### src/rtl/noc_pkg.sv
// Shared NoC definitions: packet/flit enums, header field positions and a flit builder.
package noc_pkg;

    localparam int FLIT_W    = 288;
    localparam int PAYLOAD_W = 256;
    localparam int COORD_W   = 4;

    localparam int HDR_TYPE_LSB = 285;
    localparam int HDR_QOS_LSB  = 283;
    localparam int HDR_KIND_LSB = 281;
    localparam int HDR_DX_LSB   = 277;
    localparam int HDR_DY_LSB   = 273;
    localparam int HDR_SX_LSB   = 269;
    localparam int HDR_SY_LSB   = 265;
    localparam int HDR_LEN_LSB  = 260;
    localparam int HDR_ID_LSB   = 256;

    typedef enum logic [2:0] {
        READ_REQ   = 3'd0,
        WRITE_REQ  = 3'd1,
        READ_RESP  = 3'd2,
        WRITE_RESP = 3'd3,
        ATOMIC_REQ = 3'd4,
        MSG        = 3'd5
    } pkt_type_t;

    typedef enum logic [1:0] {
        QOS_LOW  = 2'd0,
        QOS_MED  = 2'd1,
        QOS_HIGH = 2'd2,
        QOS_RT   = 2'd3
    } qos_level_t;

    typedef enum logic [2:0] {
        DIR_LOCAL = 3'd0,
        DIR_NORTH = 3'd1,
        DIR_EAST  = 3'd2,
        DIR_SOUTH = 3'd3,
        DIR_WEST  = 3'd4
    } direction_t;

    typedef enum logic [1:0] {
        KIND_BODY   = 2'b00,
        KIND_HEAD   = 2'b01,
        KIND_TAIL   = 2'b10,
        KIND_SINGLE = 2'b11
    } flit_kind_t;

    function automatic logic [FLIT_W-1:0] make_flit(
        input pkt_type_t              t,
        input qos_level_t             q,
        input flit_kind_t             k,
        input logic [COORD_W-1:0]     dx,
        input logic [COORD_W-1:0]     dy,
        input logic [COORD_W-1:0]     sx,
        input logic [COORD_W-1:0]     sy,
        input logic [4:0]             len,
        input logic [3:0]             id,
        input logic [PAYLOAD_W-1:0]   payload
    );
        logic [FLIT_W-1:0] f;
        f = '0;
        f[PAYLOAD_W-1:0]            = payload;
        f[HDR_TYPE_LSB +: 3]        = t;
        f[HDR_QOS_LSB  +: 2]        = q;
        f[HDR_KIND_LSB +: 2]        = k;
        f[HDR_DX_LSB   +: COORD_W]  = dx;
        f[HDR_DY_LSB   +: COORD_W]  = dy;
        f[HDR_SX_LSB   +: COORD_W]  = sx;
        f[HDR_SY_LSB   +: COORD_W]  = sy;
        f[HDR_LEN_LSB  +: 5]        = len;
        f[HDR_ID_LSB   +: 4]        = id;
        return f;
    endfunction

endpackage

### src/rtl/noc_flit_out_reg.sv
// Single-entry valid/ready output register; a new flit may load in the same cycle the old one leaves.
module noc_flit_out_reg
    import noc_pkg::*;
(
    input  logic              clk,
    input  logic              rst_n,
    input  logic              i_load,
    input  logic [FLIT_W-1:0] i_flit,
    input  logic              i_ready,
    output logic [FLIT_W-1:0] o_flit,
    output logic              o_valid,
    output logic              o_slot_free
);

    logic [FLIT_W-1:0] r_flit;
    logic              r_valid;

    assign o_slot_free = !r_valid || i_ready;
    assign o_flit      = r_flit;
    assign o_valid     = r_valid;

    // Holding register: load when the slot frees, otherwise drop valid after a handshake.
    always_ff @(posedge clk or negedge rst_n) begin
        if (!rst_n) begin
            r_flit  <= '0;
            r_valid <= 1'b0;
        end else if (i_load && o_slot_free) begin
            r_flit  <= i_flit;
            r_valid <= 1'b1;
        end else if (i_ready) begin
            r_valid <= 1'b0;
        end else begin
            r_valid <= r_valid;
        end
    end

endmodule

### src/rtl/noc_packetizer.sv
// Local-port injection stage: turns a request plus data beats into header/payload flits,
// dropping packets with out-of-mesh destinations or oversize lengths.
module noc_packetizer
    import noc_pkg::*;
#(
    parameter int X_COORD     = 0,
    parameter int Y_COORD     = 0,
    parameter int MESH_SIZE_X = 4,
    parameter int MESH_SIZE_Y = 4,
    parameter int MAX_BEATS   = 16
) (
    input  logic                 clk,
    input  logic                 rst_n,
    input  logic                 req_valid,
    output logic                 req_ready,
    input  pkt_type_t            req_type,
    input  qos_level_t           req_qos,
    input  logic [COORD_W-1:0]   req_dest_x,
    input  logic [COORD_W-1:0]   req_dest_y,
    input  logic [63:0]          req_addr,
    input  logic [4:0]           req_len,
    input  logic                 data_valid,
    output logic                 data_ready,
    input  logic [PAYLOAD_W-1:0] data_in,
    output logic [FLIT_W-1:0]    flit_out,
    output logic                 flit_valid,
    input  logic                 flit_ready,
    output logic                 busy,
    output logic                 err_dest,
    output logic [31:0]          pkts_sent,
    output logic [15:0]          pkts_dropped
);

    typedef enum logic [1:0] {ST_IDLE = 2'd0, ST_BODY = 2'd1, ST_DROP = 2'd2} state_t;

    localparam logic [4:0]         MAX_LEN = 5'(MAX_BEATS);
    localparam logic [4:0]         SIZE_X  = 5'(MESH_SIZE_X);
    localparam logic [4:0]         SIZE_Y  = 5'(MESH_SIZE_Y);
    localparam logic [COORD_W-1:0] SRC_X   = COORD_W'(X_COORD);
    localparam logic [COORD_W-1:0] SRC_Y   = COORD_W'(Y_COORD);

    state_t             r_state;
    pkt_type_t          r_type;
    qos_level_t         r_qos;
    logic [COORD_W-1:0] r_dx;
    logic [COORD_W-1:0] r_dy;
    logic [4:0]         r_len;
    logic [3:0]         r_id;
    logic [3:0]         r_pkt_id;
    logic [4:0]         r_remaining;
    logic               r_err;
    logic [31:0]        r_sent;
    logic [15:0]        r_dropped;

    logic              w_slot_free;
    logic              w_req_fire;
    logic              w_data_fire;
    logic              w_dest_ok;
    logic              w_load;
    logic [FLIT_W-1:0] w_flit;
    logic [FLIT_W-1:0] w_out_flit;
    logic              w_out_valid;
    logic              w_last_hs;

    assign w_dest_ok   = ({1'b0, req_dest_x} < SIZE_X) && ({1'b0, req_dest_y} < SIZE_Y)
                         && (req_len <= MAX_LEN);
    assign req_ready   = (r_state == ST_IDLE) && w_slot_free;
    assign data_ready  = (r_state == ST_DROP) || ((r_state == ST_BODY) && w_slot_free);
    assign w_req_fire  = req_valid && req_ready;
    assign w_data_fire = data_valid && data_ready;
    // TAIL (10) and SINGLE (11) both have the upper kind bit set.
    assign w_last_hs   = w_out_valid && flit_ready && w_out_flit[HDR_KIND_LSB + 1];

    assign flit_out     = w_out_flit;
    assign flit_valid   = w_out_valid;
    assign busy         = (r_state != ST_IDLE) || w_out_valid;
    assign err_dest     = r_err;
    assign pkts_sent    = r_sent;
    assign pkts_dropped = r_dropped;

    // Next flit: head/single from the live request, body/tail from the latched header.
    always_comb begin
        w_load = 1'b0;
        w_flit = '0;
        case (r_state)
            ST_IDLE: begin
                if (w_req_fire && w_dest_ok) begin
                    w_load = 1'b1;
                    w_flit = make_flit(req_type, req_qos,
                                       (req_len == 5'd0) ? KIND_SINGLE : KIND_HEAD,
                                       req_dest_x, req_dest_y, SRC_X, SRC_Y, req_len,
                                       r_pkt_id, {192'd0, req_addr});
                end else begin
                    w_load = 1'b0;
                end
            end
            ST_BODY: begin
                if (w_data_fire) begin
                    w_load = 1'b1;
                    w_flit = make_flit(r_type, r_qos,
                                       (r_remaining == 5'd1) ? KIND_TAIL : KIND_BODY,
                                       r_dx, r_dy, SRC_X, SRC_Y, r_len, r_id, data_in);
                end else begin
                    w_load = 1'b0;
                end
            end
            default: begin
                w_load = 1'b0;
            end
        endcase
    end

    noc_flit_out_reg u_out_reg (
        .clk         (clk),
        .rst_n       (rst_n),
        .i_load      (w_load),
        .i_flit      (w_flit),
        .i_ready     (flit_ready),
        .o_flit      (w_out_flit),
        .o_valid     (w_out_valid),
        .o_slot_free (w_slot_free)
    );

    // Packet FSM, request latch, packet id and statistics.
    always_ff @(posedge clk or negedge rst_n) begin
        if (!rst_n) begin
            r_state     <= ST_IDLE;
            r_type      <= READ_REQ;
            r_qos       <= QOS_LOW;
            r_dx        <= '0;
            r_dy        <= '0;
            r_len       <= 5'd0;
            r_id        <= 4'd0;
            r_pkt_id    <= 4'd0;
            r_remaining <= 5'd0;
            r_err       <= 1'b0;
            r_sent      <= 32'd0;
            r_dropped   <= 16'd0;
        end else begin
            r_err <= 1'b0;
            if (w_last_hs) begin
                r_sent <= r_sent + 32'd1;
            end
            case (r_state)
                ST_IDLE: begin
                    if (w_req_fire) begin
                        r_type      <= req_type;
                        r_qos       <= req_qos;
                        r_dx        <= req_dest_x;
                        r_dy        <= req_dest_y;
                        r_len       <= req_len;
                        r_remaining <= req_len;
                        if (w_dest_ok) begin
                            r_id     <= r_pkt_id;
                            r_pkt_id <= r_pkt_id + 4'd1;
                            r_state  <= (req_len == 5'd0) ? ST_IDLE : ST_BODY;
                        end else begin
                            r_err <= 1'b1;
                            if (r_dropped != 16'hFFFF) begin
                                r_dropped <= r_dropped + 16'd1;
                            end
                            r_state <= (req_len == 5'd0) ? ST_IDLE : ST_DROP;
                        end
                    end
                end
                ST_BODY, ST_DROP: begin
                    if (w_data_fire) begin
                        r_remaining <= r_remaining - 5'd1;
                        if (r_remaining == 5'd1) begin
                            r_state <= ST_IDLE;
                        end
                    end
                end
                default: begin
                    r_state <= ST_IDLE;
                end
            endcase
        end
    end

endmodule

### config.mk
export PLATFORM = sky130hd
export DESIGN_NAME = noc_packetizer
export DESIGN_NICKNAME = d
export VERILOG_FILES = /design/src/rtl/noc_pkg.sv /design/src/rtl/noc_flit_out_reg.sv /design/src/rtl/noc_packetizer.sv
export SDC_FILE = /design/constraint.sdc
export NUM_CORES = 1
export LEC_CHECK = 0
export CAP_MARGIN = 0
export CORE_AREA = 2 2 268 270
export DETAILED_ROUTE_END_ITERATION = 8
export DIE_AREA = 0 0 270 272
export GPL_ROUTABILITY_DRIVEN = 0
export SLEW_MARGIN = 30
export SYNTH_ARGS = -nofsm -noshare
export SYNTH_HDL_FRONTEND = slang
export SYNTH_SLANG_ARGS = --single-unit
### constraint.sdc
create_clock -name clk -period 4.95 [get_ports clk]
set_input_delay 0.99 -clock clk [delete_from_list [all_inputs] [get_ports clk]]
set_output_delay 0.99 -clock clk [all_outputs]
set_load 0.01 [all_outputs]
==> results.txt <==
Worst-Skew Late Latency -> 0.58 ns
Setup Buffers After CTS -> 0
Post-synth top cells -> 363 x dfrtp_1, 193 x a22o_1, 181 x nand2_1
Resize count post-CTS -> 0
Filler cells -> 7046
HP Class -> in -> async
Hold Vio Cnt, Final -> 0
Worst EP required -> 3.96 ns
Period minus WS final -> 3.61 ns
initial antenna violation count -> 10
clock sink total -> 363
CTS root buffer -> clkbuf_16
slowest stage delay, CP -> 0.55 ns
peak supply drop -> 0.237 mV
WP buf/inv -> 2
Post-Syn Area -> 14300 um^2
share of cells above drive strength 1 -> 5.84%
Nets -> 2187
status -> finished clean
Async SR Flop Fraction -> 100%
Post-synth EDFFs -> 0
Final HPWL DP -> 38200 um
Post-synth top flop -> dfrtp_1
Slew HR -> 41.8%
max-slew violation count -> 0
Total GRT Usage -> 13.8%
cts hold-fix bufs -> 0
Final Skew -> 0.0323 ns
Worst-path clk slew -> 0.06 ns
# DRC -> 0
Synth warnings -> 0
final WL -> 52700 um
GR Overflow Total -> 0
routed length per instance -> 18.7 um
FP Rows -> 98
core area -> 70800 um^2
Total Power -> 0.0111 W
die area -> 73400 um^2
DRT Pass-1 Iters -> 5
die span in y -> 272 um
# setup viols final -> 0
crit path cell chain -> clkdlybuf4s50_1, nand2b_1, nand2_1, nand2_1, clkdlybuf4s50_1
CP Capture Type -> output port
H-tree Lvls -> 2
chip width -> 270 um
CTS tree -> done
max cap viols -> 0
count leader, synth -> dfrtp_1
final cycle utilization of the critical path -> 72.9%
ANT nets after route -> 0
RSZ-0062 raised after global routing -> no
Yosys cell types -> 41
cell taking the most area after synthesis -> dfrtp_1
crit path launch type -> input pin
Max stage delay cell, worst path -> clkdlybuf4s50_1
highest clock rate -> 0.277 GHz
arrival time worst endpoint -> 2.62 ns
cell family with most CP delay -> buffers and inverters
Starting Density -> 20.2%
worst slack, placed -> 1.21 ns
Synth area leaders -> dfrtp_1 64%, a22o_1 12%, nand2_1 4.8%, a22oi_1 3.9%, o21ai_0 3.2%
vias per cell -> 4.37
pwr/cell area -> 473 nW/um^2
final setup margin -> 1.34 ns
vias in the first global route -> 12600
largest net degree at the start of global routing -> 134
DR vias -> 12300
worst setup path start -> flit_ready
#FFs+latches synth -> 363
drt initial violations -> 840
register area share after synthesis -> 63.6%
post-layout util -> 33.2%
Max clock buf depth -> 3
Cells after Synth -> 1192
first-pass GRT wire length -> 79500 um
crit path kind -> in -> out
area grow syn2layout -> 64.3%
setup TNS -> 0 ns
Crit Path Max Fanout -> 8
post-synth top area share -> 63.6%
IO Port Bufs -> 675
worst slew pin tran -> 0.873 ns
Syn Area/Cell -> 12.0 um^2
RR Startpoint -> r_state[1]
I/O pin count -> 684
P_leak -> 9.93 nW
Inserted Clock Buffers -> 42
[logic make-up after synthesis]
kind of cell / after synthesis / share of synthesized area, %
muxes: 10 / 0.789
buffers and inverters: 111 / 3.35
xor gates and xnor gates: 45 / 2.76
adders and majority gates: 8 / 0.701
AOI/OAI and AO/OA: 385 / 20.4
other: 1 / 0.0263
DFF: 363 / 63.6
and+or+nand+nor: 269 / 8.39
[placed cells by master, fill, tap and decap left out, types with 10 or more instances in the layout]
| cell | n |
|---|---|
| clkbuf_16 | 42 |
| nand2_1 | 181 |
| a32oi_1 | 10 |
| dfrtp_1 | 363 |
| a22oi_1 | 74 |
| mux2_2 | 10 |
| nor2_1 | 13 |
| clkinv_2 | 10 |
| and3_1 | 10 |
| nand4_1 | 16 |
| inv_1 | 13 |
| xnor2_1 | 36 |
| a22o_1 | 193 |
| o21ai_0 | 92 |
| nand3_1 | 18 |
| clkbuf_8 | 12 |
| clkdlybuf4s50_1 | 674 |
[through the flow]
step	hold WS [ns]	instances	instance area, um^2
finish	0.317	2823	23500
global route	0.299	2823	23500
CTS	0.469	2817	23400
detailed placement	0.456	2741	22100
global placement	0.457	2741	22100
floorplan	0.445	1199	14300
[where the power goes]
group	leakage [nW]	internal, W	switching [W]
Clock	0.664	0.00174	0.00130
Sequential	4.89	0.00383	0.000558
Combinational	4.38	0.00212	0.00153
Total	9.93	0.00770	0.00339
[layer usage]
metal	vias to the layer above	global-route usage (%)	wire, um	share of wire (%)
met5	-	0	50	0.095
met3	92	4.88	4520	8.6
met4	10	4.62	1480	2.8
met1	6080	17.0	21400	41
li1	5616	-	-	-
met2	531	22.3	25200	48
[worst reg2reg max path: cells and delay by family (launching register included)]
kind / cells / cell delay, ns
AOI/OAI and AO/OA: 3 / 0.79
and+or+nand+nor: 1 / 0.21
buffers and inverters: 3 / 1.12
DFF: 1 / 0.37
adders and majority gates: 1 / 0.22
[worst paths after layout]
path | slack, ns | end | cells after the start
max | 1.34 | data_ready | 5
max reg2reg | 2.18 | u_out_reg.o_flit[214] | 8
max in group asynchronous | 3.45 | u_out_reg.o_flit[165] | 3
min in group clk | 0.47 | u_out_reg.o_flit[275] | 2
min reg2reg | 0.47 | u_out_reg.o_flit[275] | 2
min | 0.32 | u_out_reg.o_flit[0] | 1
[state kept, by name, indices dropped and copies added, names as in the netlist]
register / count
u_out_reg.o_flit: 280
u_out_reg.o_valid: 1
r_type: 3
r_state: 2
r_id: 4
pkts_sent: 32
r_pkt_id: 4
r_len: 5
r_dy: 4
err_dest: 1
r_remaining: 5
r_dx: 4
pkts_dropped: 16
r_qos: 2
[area by class of cell]
| cell class | instances | area [um^2] | area share (%) |
|---|---|---|---|
| Sequential cell | 363 | 9080 | 38.7 |
| Timing Repair Buffer | 691 | 6990 | 29.8 |
| Multi-Input combinational cell | 725 | 4790 | 20.4 |
| Clock buffer | 58 | 1230 | 5.25 |
| Tap cell | 950 | 1190 | 5.07 |
| Clock inverter | 18 | 121 | 0.517 |
| Inverter | 13 | 48.8 | 0.208 |
| Antenna cell | 5 | 12.5 | 0.0533 |
Power figures use the tool's default switching activity.
